[src/rtl/fcvt_wb.sv]
// Writeback stage for the convert units: elastic result queue, sticky fflags, register-hit query.
// Define FCVT_WB_SKID_EN for a 2-entry skid queue with registered in_ready; default is a single stage.
module fcvt_wb #(
  parameter int F_WIDTH = 32,
  parameter int R_WIDTH = 5
) (
  input  logic               CLK,
  input  logic               RST,
  input  logic               in_valid,
  output logic               in_ready,
  input  logic [R_WIDTH-1:0] in_rd,
  input  logic [F_WIDTH-1:0] in_data,
  input  logic [4:0]         in_fflags,
  input  logic               flush,
  output logic               wb_valid,
  input  logic               wb_ready,
  output logic [R_WIDTH-1:0] wb_rd,
  output logic [F_WIDTH-1:0] wb_data,
  input  logic               csr_we,
  input  logic [4:0]         csr_wdata,
  output logic [4:0]         fflags,
  input  logic [R_WIDTH-1:0] chk_rd,
  output logic               chk_hit
);

`ifdef FCVT_WB_SKID_EN
  localparam int DEPTH = 2;
`else
  localparam int DEPTH = 1;
`endif

  logic [R_WIDTH-1:0] rd_q   [DEPTH];
  logic [R_WIDTH-1:0] rd_d   [DEPTH];
  logic [F_WIDTH-1:0] data_q [DEPTH];
  logic [F_WIDTH-1:0] data_d [DEPTH];
  logic [4:0]         ff_q   [DEPTH];
  logic [4:0]         ff_d   [DEPTH];
  logic [1:0]         count_q, count_d;
  logic [1:0]         wr_idx;
  logic [4:0]         fflags_q, fflags_d;
  logic               accept, retire;
  logic [DEPTH-1:0]   hit_vec;

  assign wb_valid = (count_q != 2'd0);
  assign wb_rd    = rd_q[0];
  assign wb_data  = data_q[0];
  assign fflags   = fflags_q;
  assign retire   = wb_valid & wb_ready;
  assign accept   = in_valid & in_ready;
  // Slot 0 is the head; a retire shifts everything down, so the write slot follows.
  assign wr_idx   = count_q - {1'b0, retire};

`ifdef FCVT_WB_SKID_EN
  logic in_ready_q, in_ready_d;
  assign in_ready   = in_ready_q;
  assign in_ready_d = (count_d < 2'd2);

  always_ff @(posedge CLK or posedge RST) begin
    if (RST) in_ready_q <= 1'b1;
    else     in_ready_q <= in_ready_d;
  end
`else
  assign in_ready = ~wb_valid | wb_ready;
`endif

  always_comb begin
    for (int i = 0; i < DEPTH; i++) begin
      rd_d[i]   = rd_q[i];
      data_d[i] = data_q[i];
      ff_d[i]   = ff_q[i];
    end
    for (int i = 0; i < DEPTH - 1; i++) begin
      if (retire) begin
        rd_d[i]   = rd_q[i+1];
        data_d[i] = data_q[i+1];
        ff_d[i]   = ff_q[i+1];
      end
    end
    for (int i = 0; i < DEPTH; i++) begin
      if (accept && !flush && wr_idx == 2'(i)) begin
        rd_d[i]   = in_rd;
        data_d[i] = in_data;
        ff_d[i]   = in_fflags;
      end
    end

    count_d = count_q;
    case ({accept, retire})
      2'b10:   count_d = count_q + 2'd1;
      2'b01:   count_d = count_q - 2'd1;
      default: count_d = count_q;
    endcase
    if (flush) count_d = 2'd0;

    // A retire that coincides with flush has already written the register file.
    fflags_d = (csr_we ? csr_wdata : fflags_q) | (retire ? ff_q[0] : 5'd0);
  end

  always_ff @(posedge CLK or posedge RST) begin
    if (RST) begin
      count_q  <= 2'd0;
      fflags_q <= 5'd0;
      for (int i = 0; i < DEPTH; i++) begin
        rd_q[i]   <= '0;
        data_q[i] <= '0;
        ff_q[i]   <= '0;
      end
    end else begin
      count_q  <= count_d;
      fflags_q <= fflags_d;
      for (int i = 0; i < DEPTH; i++) begin
        rd_q[i]   <= rd_d[i];
        data_q[i] <= data_d[i];
        ff_q[i]   <= ff_d[i];
      end
    end
  end

  for (genvar gi = 0; gi < DEPTH; gi++) begin : g_hit
    assign hit_vec[gi] = (count_q > 2'(gi)) && (rd_q[gi] == chk_rd);
  end
  assign chk_hit = |hit_vec;

endmodule

[config.mk]
export PLATFORM = sky130hd
export DESIGN_NAME = fcvt_wb
export DESIGN_NICKNAME = d
export VERILOG_FILES = /design/src/rtl/fcvt_wb.sv
export SDC_FILE = /design/constraint.sdc
export NUM_CORES = 1
export LEC_CHECK = 0
export ABC_CLOCK_PERIOD_IN_PS = 1800
export CORE_UTILIZATION = 42
export CTS_BUF_LIST = sky130_fd_sc_hd__clkbuf_8
export CTS_CLUSTER_SIZE = 40
export DETAILED_ROUTE_END_ITERATION = 6
export PLACE_DENSITY = 0.82
export SLEW_MARGIN = 10
export SYNTH_ARGS = -nofsm -noshare
export SYNTH_HDL_FRONTEND = slang
export SYNTH_SLANG_ARGS = --single-unit
export TNS_END_PERCENT = 50
[constraint.sdc]
create_clock -name CLK -period 1.8 [get_ports CLK]
set_input_delay 0.36 -clock CLK [delete_from_list [all_inputs] [get_ports CLK]]
set_output_delay 0.36 -clock CLK [all_outputs]
set_load 0.02 [all_outputs]
==> flow_summary.yaml <==
critical_path:
  path_cells: "clkdlybuf4s50_1 -> xnor2_1 -> nand4_1 -> nor3_2 -> buf_4"
  reg2reg_to: "wb_rd[3]"
  slowest_stage: "clkdlybuf4s50_1"
  arrival_ps: 1380
  reg2reg_from: "count_q[1]"
  cp-start-kind: "input pin"
  critical_path_required_ps: 1440
  cp_max_fo: 1
  crit_type: "in2out"
  critPathMaxStageDelay_ps: 470
  r2r.worst_path.cells: 4
  cp-end-kind: "output port"
  critical-path-top-delay-family: "buffers and inverters"
  cp_num_buf_inv: 2
  rrSetupSlack_ps: 230
synthesis:
  synth_top_cell_area_share: 0.5688
  synth.distinct_cells: 20
  ys_warn_count: 0
  ys_seq_area_frac: 0.5688
  synth.net_count: 185
  ys_ff_latch: 49
  ys_top_cells_by_area: "dfrtp_1, mux2_4, buf_12, a221o_1, xnor2_1"
  syn_area_mm2: 0.002156
  async_flop_share: 1.000
  synth_area_leader_cell: "dfrtp_1"
  syn_inst: 127
  synth-main-ff-cell: "dfrtp_1"
  avgSynthCellArea_um2: 16.97
  synth_edf_count: 0
clocking:
  cts_tree: "built"
  htree_levels: 2
  cts_sinks: 49
  cts_buffers: 5
  clk_latency_ps: 280
  cts_root_buffer: "clkbuf_8"
  holdBufCountCts: 0
  clk_pin_slew_ps: 80
  ctsLongestPathBuffers: 2
  post-cts-setup-buffers: 0
drt:
  drt-initial-drc-count: 24
  routedWlPerCell_um: 14.84
  vias: 1448
  first_pass_iters: 4
  drt_wl_total_mm: 4.586
  drc: 0
  antenna_left: 0
  via_per_inst: 4.686
die:
  initial_utilization: 0.4475
  die_w_um: 73.65
  dieArea_mm2: 0.005424
  die_height_um: 73.65
  placementRows: 25
  core_area_mm2: 0.004817
  io_pins: 103
status:
  status: "finished, final reports clean"
sta:
  slew_headroom: 0.7847
  fin_crit_sh: 0.9690
  hold_viol_final: 0
  setup_violations: 0
  worstMarginPinSlew_ps: 322.0
  fin_ws_ps: 55.86
  whs_ps: 425.4
  post-route-min-period_ps: 1744
  drv_slew: 0
  fmax_mhz: 573.3
  skew_ps: 2.931
  finalSetupTns_ps: 0
pwr:
  cellPowerDensity_mw_per_mm2: 910.3
  power.leakage_nw: 1.579
  ir_drop_v: 0.0004639
  finalPower_w: 0.003088
global_routing:
  grt_pass1_vias: 1534
  overflow: 0
  antenna_found_initial: 0
  grt_first_pass_wirelength_mm: 6.975
  grt_start_max_net_pins: 50
  grt_use_total: 0.1731
hold_path:
  worst_hold_path_type: "in2async"
layout:
  final_core_util: 0.7042
  num_antenna_cells: 0
  final_cell_mix: "clkdlybuf4s50_1, dfrtp_1, mux2_4, buf_4, clkbuf_8"
  syn2layout_area_growth_pct: 57.34
  final_common_cell: "clkdlybuf4s50_1"
  drive_gt1_frac: 0.2727
  fillers: 363
  num-nets-final: 300
place:
  gp_congestion: 0.6786
  port_buffers: 102
  pre_cts_ws_ps: -467.3
  hpwlAfterDp_mm: 3.445
flow_run:
  max_cap_violations: 0
## metrics by stage
stage          area (um2)  std cells
2_1_floorplan        2156        127
3_3_place_gp         3294        302
3_5_place_dp         3294        302
4_1_cts              3376        309
5_1_grt              3392        309
6_report             3392        309
## Yosys cell counts, types with 2 or more instances
| cell | n |
|---|---|
| xnor2_1 | 4 |
| dfrtp_1 | 49 |
| nand2_1 | 2 |
| a221o_1 | 5 |
| mux2_4 | 40 |
| nor2_1 | 2 |
| mux2_2 | 2 |
| buf_12 | 4 |
| nor2b_1 | 5 |
| inv_1 | 3 |
| nor3b_1 | 2 |
## worst register-to-register path, delay by kind of cell (launching register included)
family                 cells  cell delay (ps)
flip-flops                 1              420
AO/OA/AOI/OAI              1              390
multiplexers               1              300
buffers and inverters      1              210
AND/OR/NAND/NOR            1              150
## timing repair
action | in CTS | in global routing
resized for setup | 8 | 6
cloned | 0 | 0
pin swaps | 0 | 2
setup endpoints to repair | 3 | 4
## power by group
part           leakage, nW  switching (W)  internal (W)  total [W]
logic                0.951       0.000425      0.000666    0.00109
registers            0.580       0.000106       0.00128    0.00138
clock network       0.0485       0.000314      0.000299   0.000613
total                 1.58       0.000845       0.00224    0.00309
## sequential cells by signal, summed over array words and instances, names as in the netlist
name     cells
wb_data     32
count_q      2
wb_rd        5
ff_q         5
fflags       5
## layout make-up
cell class	count	area [um2]	share of cell area
Clock buffer	6	82.58	0.02435
Tap cell	67	83.83	0.02471
Clock inverter	1	3.754	0.001107
Sequential cell	49	1226	0.3615
Multi-Input combinational cell	69	832.0	0.2453
Timing Repair Buffer	114	1152	0.3397
Inverter	3	11.26	0.003320
## logic make-up (layout without fill, tap and decap cells)
kind of cell    after synthesis  in the layout  synth area share
flops                        49             49            0.5688
compound gates                8              8           0.03250
xor+xnor                      5              5           0.02031
buf+inv                       9            124           0.04933
simple gates                 14             14           0.04005
mux                          42             42            0.2890
## metal layers
layer | vias to the layer above | global-route usage | wire length, um
met2 | 70 | 0.2997 | 2222
met1 | 704 | 0.2089 | 1940
met3 | 4 | 0.04527 | 389
li1 | 670 | - | -
met5 | - | 0 | 0
met4 | 0 | 0.05769 | 34
## worst max-delay path by stage
| stage | cells past startpoint | from | to | slack [ps] |
|---|---|---|---|---|
| after floorplan | 3 | wb_rd[1] | chk_hit | 210 |
| after global placement | 5 | chk_rd[2] | chk_hit | -460 |
| after detailed placement | 5 | chk_rd[2] | chk_hit | -470 |
| after CTS | 5 | chk_rd[2] | chk_hit | -30 |
| after global routing | 5 | chk_rd[2] | chk_hit | -10 |
| final | 5 | chk_rd[2] | chk_hit | 60 |
Note: power is estimated with default switching activity, not from simulation.
